==> config.mk <==
export PLATFORM = sky130hd
export DESIGN_NAME = rr_arb_4
export DESIGN_NICKNAME = d
export VERILOG_FILES = /design/src/rtl/rr_arb_4_pkg.sv /design/src/rtl/rr_pick_4.sv /design/src/rtl/rr_arb_4.sv
export SDC_FILE = /design/constraint.sdc
export NUM_CORES = 1
export LEC_CHECK = 0
export CORE_AREA = 2 2 132 134
export DETAILED_ROUTE_END_ITERATION = 10
export DIE_AREA = 0 0 134 136
export DONT_BUFFER_PORTS = 1
export SLEW_MARGIN = 20
export SYNTH_ARGS = -nofsm -noshare
export SYNTH_HDL_FRONTEND = slang
export SYNTH_HIERARCHICAL = 1
export SYNTH_SLANG_ARGS = --single-unit
==> constraint.sdc <==
create_clock -name i_clk -period 3.05 [get_ports i_clk]
set_input_delay 0.4575 -clock i_clk [delete_from_list [all_inputs] [get_ports i_clk]]
set_output_delay 0.4575 -clock i_clk [all_outputs]
set_load 0.05 [all_outputs]
==> src/rtl/rr_arb_4_pkg.sv <==
// Shared types and helpers for the four-way round-robin arbiter.
package rr_arb_4_pkg;

  localparam int NUM_REQ = 4;

  // Index of one requester; arithmetic on it wraps 3 -> 0 naturally.
  typedef logic [1:0] req_idx_t;

  typedef enum logic {
    IDLE = 1'b0,
    HOLD = 1'b1
  } rr_state_e;

  // Complete control state of the arbiter, kept together so a checker can
  // bind to one signal and see both the FSM state and the priority pointer.
  typedef struct packed {
    rr_state_e state;
    req_idx_t  ptr;
  } rr_ctrl_t;

  function automatic logic [NUM_REQ-1:0] idx_to_onehot(input req_idx_t idx);
    logic [NUM_REQ-1:0] oh;
    oh      = '0;
    oh[idx] = 1'b1;
    return oh;
  endfunction

endpackage

==> src/rtl/rr_pick_4.sv <==
// Combinational round-robin pick: the first set bit of elig, scanning from
// ptr upwards modulo four.
module rr_pick_4
  import rr_arb_4_pkg::*;
(
  input  logic [NUM_REQ-1:0] elig,
  input  req_idx_t           ptr,
  output logic               any,
  output req_idx_t           win
);

  logic [NUM_REQ-1:0] rot;
  req_idx_t           off;

  // Rotate elig so ptr lands at bit 0, priority-encode the lowest set bit,
  // then add ptr back to turn the offset into an absolute index.
  always_comb begin
    rot = NUM_REQ'({elig, elig} >> ptr);
    off = '0;
    for (int i = NUM_REQ - 1; i >= 0; i--) begin
      if (rot[i]) off = req_idx_t'(i);
    end
    any = |elig;
    win = ptr + off;
  end

endmodule

==> src/rtl/rr_arb_4.sv <==
// Four-way round-robin arbiter sharing one registered output word.
//
// Handshake: o_valid/i_ready are strict valid/ready. Once o_valid rises, o_sel
// and o_data are frozen until the cycle in which o_valid && i_ready, which is
// the transfer; o_valid then drops for one IDLE arbitration cycle. i_ready
// while o_valid is low is ignored. o_ack pulses for exactly one cycle, the
// first o_valid cycle, telling requester k its payload has been captured.
module rr_arb_4
  import rr_arb_4_pkg::*;
#(
  parameter int N = 64
) (
  input  logic               i_clk,
  input  logic               i_rst_n,
  input  logic [NUM_REQ-1:0] i_en,
  input  logic [NUM_REQ-1:0] i_req,
  input  logic [N-1:0]       i_data0,
  input  logic [N-1:0]       i_data1,
  input  logic [N-1:0]       i_data2,
  input  logic [N-1:0]       i_data3,
  output logic [NUM_REQ-1:0] o_ack,
  output logic [1:0]         o_sel,
  output logic               o_valid,
  output logic [N-1:0]       o_data,
  input  logic               i_ready
);

  rr_ctrl_t           ctrl_q, ctrl_d;
  logic               valid_q, valid_d;
  logic [NUM_REQ-1:0] ack_q, ack_d;
  req_idx_t           sel_q, sel_d;
  logic [N-1:0]       data_q, data_d;

  logic               any;
  req_idx_t           win;
  logic [N-1:0]       win_data;

  rr_pick_4 u_pick (
    .elig (i_req & i_en),
    .ptr  (ctrl_q.ptr),
    .any  (any),
    .win  (win)
  );

  // Payload of the winning requester.
  always_comb begin
    case (win)
      2'd0:    win_data = i_data0;
      2'd1:    win_data = i_data1;
      2'd2:    win_data = i_data2;
      default: win_data = i_data3;
    endcase
  end

  // Next-state logic: arbitrate in IDLE, hold the word until the transfer.
  always_comb begin
    ctrl_d  = ctrl_q;
    valid_d = valid_q;
    ack_d   = '0;
    sel_d   = sel_q;
    data_d  = data_q;
    case (ctrl_q.state)
      IDLE: begin
        if (any) begin
          data_d       = win_data;
          sel_d        = win;
          valid_d      = 1'b1;
          ack_d        = idx_to_onehot(win);
          ctrl_d.ptr   = win + 2'd1;
          ctrl_d.state = HOLD;
        end
      end
      HOLD: begin
        // Requests and enables are ignored here; only the sink matters.
        if (valid_q && i_ready) begin
          valid_d      = 1'b0;
          ctrl_d.state = IDLE;
        end
      end
      default: ctrl_d.state = IDLE;
    endcase
  end

  // State and output registers; reset discards any held word at once.
  always_ff @(posedge i_clk or negedge i_rst_n) begin
    if (!i_rst_n) begin
      ctrl_q  <= '{state: IDLE, ptr: 2'd0};
      valid_q <= 1'b0;
      ack_q   <= '0;
      sel_q   <= '0;
      data_q  <= '0;
    end else begin
      ctrl_q  <= ctrl_d;
      valid_q <= valid_d;
      ack_q   <= ack_d;
      sel_q   <= sel_d;
      data_q  <= data_d;
    end
  end

  assign o_ack   = ack_q;
  assign o_sel   = sel_q;
  assign o_valid = valid_q;
  assign o_data  = data_q;

endmodule

==> results.json <==
{
  "status": "finished, final reports clean",
  "syn-cell-area_um2": 4640,
  "rsz0062_at_grt": "no",
  "post-route-min-period_ns": 2.85,
  "synth_fa_ha_area_share_pct": 1.62,
  "vias": 4128,
  "post-dp-hpwl_um": 10300,
  "worstHoldPathCells": 1,
  "rows": 48,
  "grt_pass1_wl_um": 19500,
  "overflow": 0,
  "avgRoutedWirePerCell_um": 19.4,
  "hold_violations": 0,
  "setup_viol": 0,
  "synth_top_family_by_area": "compound AO/OA/AOI/OAI gates",
  "postCtsSetupBuffers": 0,
  "post-synth-top-count-cell": "dfrtp_1",
  "cp_num_cells": 13,
  "route.met2.wl_um": 6930,
  "fin_ws_ns": 0.203,
  "h-tree-depth": 3,
  "leakage_nw": 2.57,
  "dp_worst_setup_slack_ns": -0.0784,
  "relSlewSlack_pct": 51.3,
  "nNetsFinal": 753,
  "cts.sinks": 74,
  "grt_max_degree": 134,
  "synth_area_leaders": "dfrtp_1, a21o_1, a22oi_1, a221oi_1, a21oi_1",
  "firstDrtPassIters": 4,
  "drive_above_1_share_pct": 9.90,
  "synth_area_per_cell_um2": 9.25,
  "gp_congestion": 0.779,
  "dieHeight_um": 136,
  "yosys.area_share.simple_pct": 3.80,
  "ys_seq_area_share_pct": 39.9,
  "synth.distinct_cells": 33,
  "tightest_slew_ns": 0.731,
  "io_pins": 338,
  "top_layer_used": "met4",
  "crit_type": "register to register",
  "cts_tree": "built",
  "clkTransAtPathRegs_ns": 0.06,
  "cts_buffers": 9,
  "stdcell_count": 710,
  "whs_ns": 0.222,
  "holdCritPathClass": "input port to register",
  "crit_path_frequent_cell": "buf_12",
  "core-area_um2": 16900,
  "worstPathMaxFanout": 33,
  "cpLargestDelayFamily": "compound AO/OA/AOI/OAI gates",
  "synth_common_cells": "dfrtp_1, inv_1, a21oi_1, a21o_1, a22oi_1",
  "post-place-cells": 692,
  "grt_use_total_pct": 13.7,
  "regArea_um2": 1850,
  "grt_pass1_vias": 3868,
  "wl_met1_um": 5160,
  "cts.path.max_buffers": 2,
  "reg2regPathDepth": 13,
  "max_freq_mhz": 351,
  "arrival_ns": 3.12,
  "required_ns": 3.32,
  "totalWireLength_um": 13800,
  "routed_via_density": 5.81,
  "post-route-util_pct": 31.0,
  "cts_root_buf": "clkbuf_16",
  "ys_seq_elements": 74,
  "start_util_pct": 27.5,
  "fillers": 1699,
  "route.detailed.drc": 0,
  "slew_viol_final": 0,
  "cp.buffers_inverters": 3,
  "synth_edf_count": 0,
  "multi_input_area_um2": 2290,
  "fin_area_um2": 5230,
  "io_buffers": 0,
  "synth_xor_area_share_pct": 0.377,
  "die_w_um": 134,
  "synthCells": 502,
  "yosys.area.top_type_share_pct": 39.9,
  "n_antenna_cell": 0,
  "route.met3.wl_um": 1070,
  "cp-end-kind": "register",
  "clock_latency_ns": 0.33,
  "drt-initial-drc-count": 276,
  "synth_compound_area_share_pct": 42.7,
  "placed_cell_area_um2": 4900,
  "skew_ns": 0.00502,
  "timing.final.crit_share_pct": 93.3,
  "synth.mux.area_fraction_pct": 0.216,
  "syn2layout_area_growth_pct": 12.6,
  "slowest_stage": "dfrtp_2",
  "antenna_found_initial": 0,
  "critPathMaxStageDelay_ns": 0.47,
  "maxCapViolCount": 0,
  "start_kind": "register",
  "synth_nets": 775,
  "synth_area_leader_cell": "dfrtp_1",
  "ir_drop_mv": 0.954,
  "synth-warning-count": 6,
  "drt.antenna.violating_nets": 0,
  "cellPowerDensity_nw_per_um2": 1710,
  "yosys_most_used_dff": "dfrtp_1",
  "die_area_um2": 18200,
  "async_flop_share_pct": 100,
  "cp_cell_sequence": "nor3b_1 -> o21ai_0 -> o211ai_1 -> ha_1 -> xor2_1 -> xnor2_2 -> buf_4 -> ha_4 -> buf_12 -> buf_12 -> a21oi_1 -> a221oi_1 -> a21o_1"
}
-- per-stage QoR --
stage               setup TNS (ns)  power [mW]
floorplan                        0        6.54
global placement                 0        7.63
detailed placement          -0.716        7.87
CTS                              0        8.89
global route                     0        9.45
finish                           0        8.93
-- state kept, by name (all words and copies together), names as in the netlist --
register,cells
o_data,64
o_sel,2
o_valid,1
o_ack,4
ctrl_q,3
-- path summary, 6_finish.rpt --
path / start / to / slack (ns)
hold reg to reg: ctrl_q[2] / ctrl_q[2] / 0.54
max in group asynchronous: i_rst_n / ctrl_q[0] / 2.02
min in group asynchronous: i_rst_n / o_data[14] / 0.67
hold / removal: i_ready / ctrl_q[2] / 0.22
setup / recovery: ctrl_q[0] / o_data[0] / 0.20
setup reg to reg: ctrl_q[0] / o_data[0] / 0.20
-- cells in the final DEF, fill, tap and decap left out, types with 3 or more instances in the layout --
cell type / netlist / layout
a221oi_2: 10 / 10
buf_12: 0 / 8
clkinv_2: 0 / 3
clkbuf_16: 0 / 9
inv_1: 68 / 68
a221oi_1: 54 / 54
nor2_1: 6 / 6
o21ai_0: 3 / 3
dfrtp_1: 74 / 73
a22oi_1: 64 / 64
clkbuf_1: 7 / 3
buf_4: 4 / 6
ha_2: 0 / 3
a21oi_1: 67 / 67
a21o_1: 64 / 64
nand2_1: 7 / 7
and2_1: 8 / 8
-- final cells by class --
class	count	share of cell area, %
inverters	68	4.88
multi-input cells	309	43.8
repair buffers	18	5.39
clock buffers	13	4.79
flip-flops and latches	74	35.5
clock inverters	3	0.287
well taps	225	5.39
-- kinds of logic after synthesis --
logic type | count (synthesis)
AOI/OAI and AO/OA | 268
xor gates and xnor gates | 2
adders and majority gates | 6
buffers and inverters | 119
DFF | 74
muxes | 1
and+or+nand+nor | 32
-- repair_timing --
action,CTS,global route
endpoints found under the hold margin,74,1
gates resized for setup,0,4
hold buffers,1,1
endpoints found under the setup margin,0,42
-- worst reg2reg max path, stage by stage (launching register included) --
cell      delay (ns)
dfrtp_2         0.47
nor3b_1         0.28
o21ai_0         0.12
o211ai_1        0.12
ha_1            0.18
xor2_1          0.23
xnor2_2         0.18
buf_4           0.16
ha_4            0.17
buf_12          0.15
buf_12          0.19
a21oi_1         0.07
a221oi_1        0.35
a21o_1          0.12
-- metal layers --
layer	vias to the layer above	GRT usage (%)
met4	0	8.69
li1	1844	-
met5	-	0
met3	34	3.84
met2	256	23.9
met1	1994	14.8
-- power by group --
group | internal, mW | switching (mW) | total, mW
Combinational | 1.97 | 2.82 | 4.79
Clock | 0.569 | 0.380 | 0.949
Sequential | 1.39 | 1.81 | 3.20
Total | 3.93 | 5.01 | 8.93
Power figures use the tool's default switching activity.
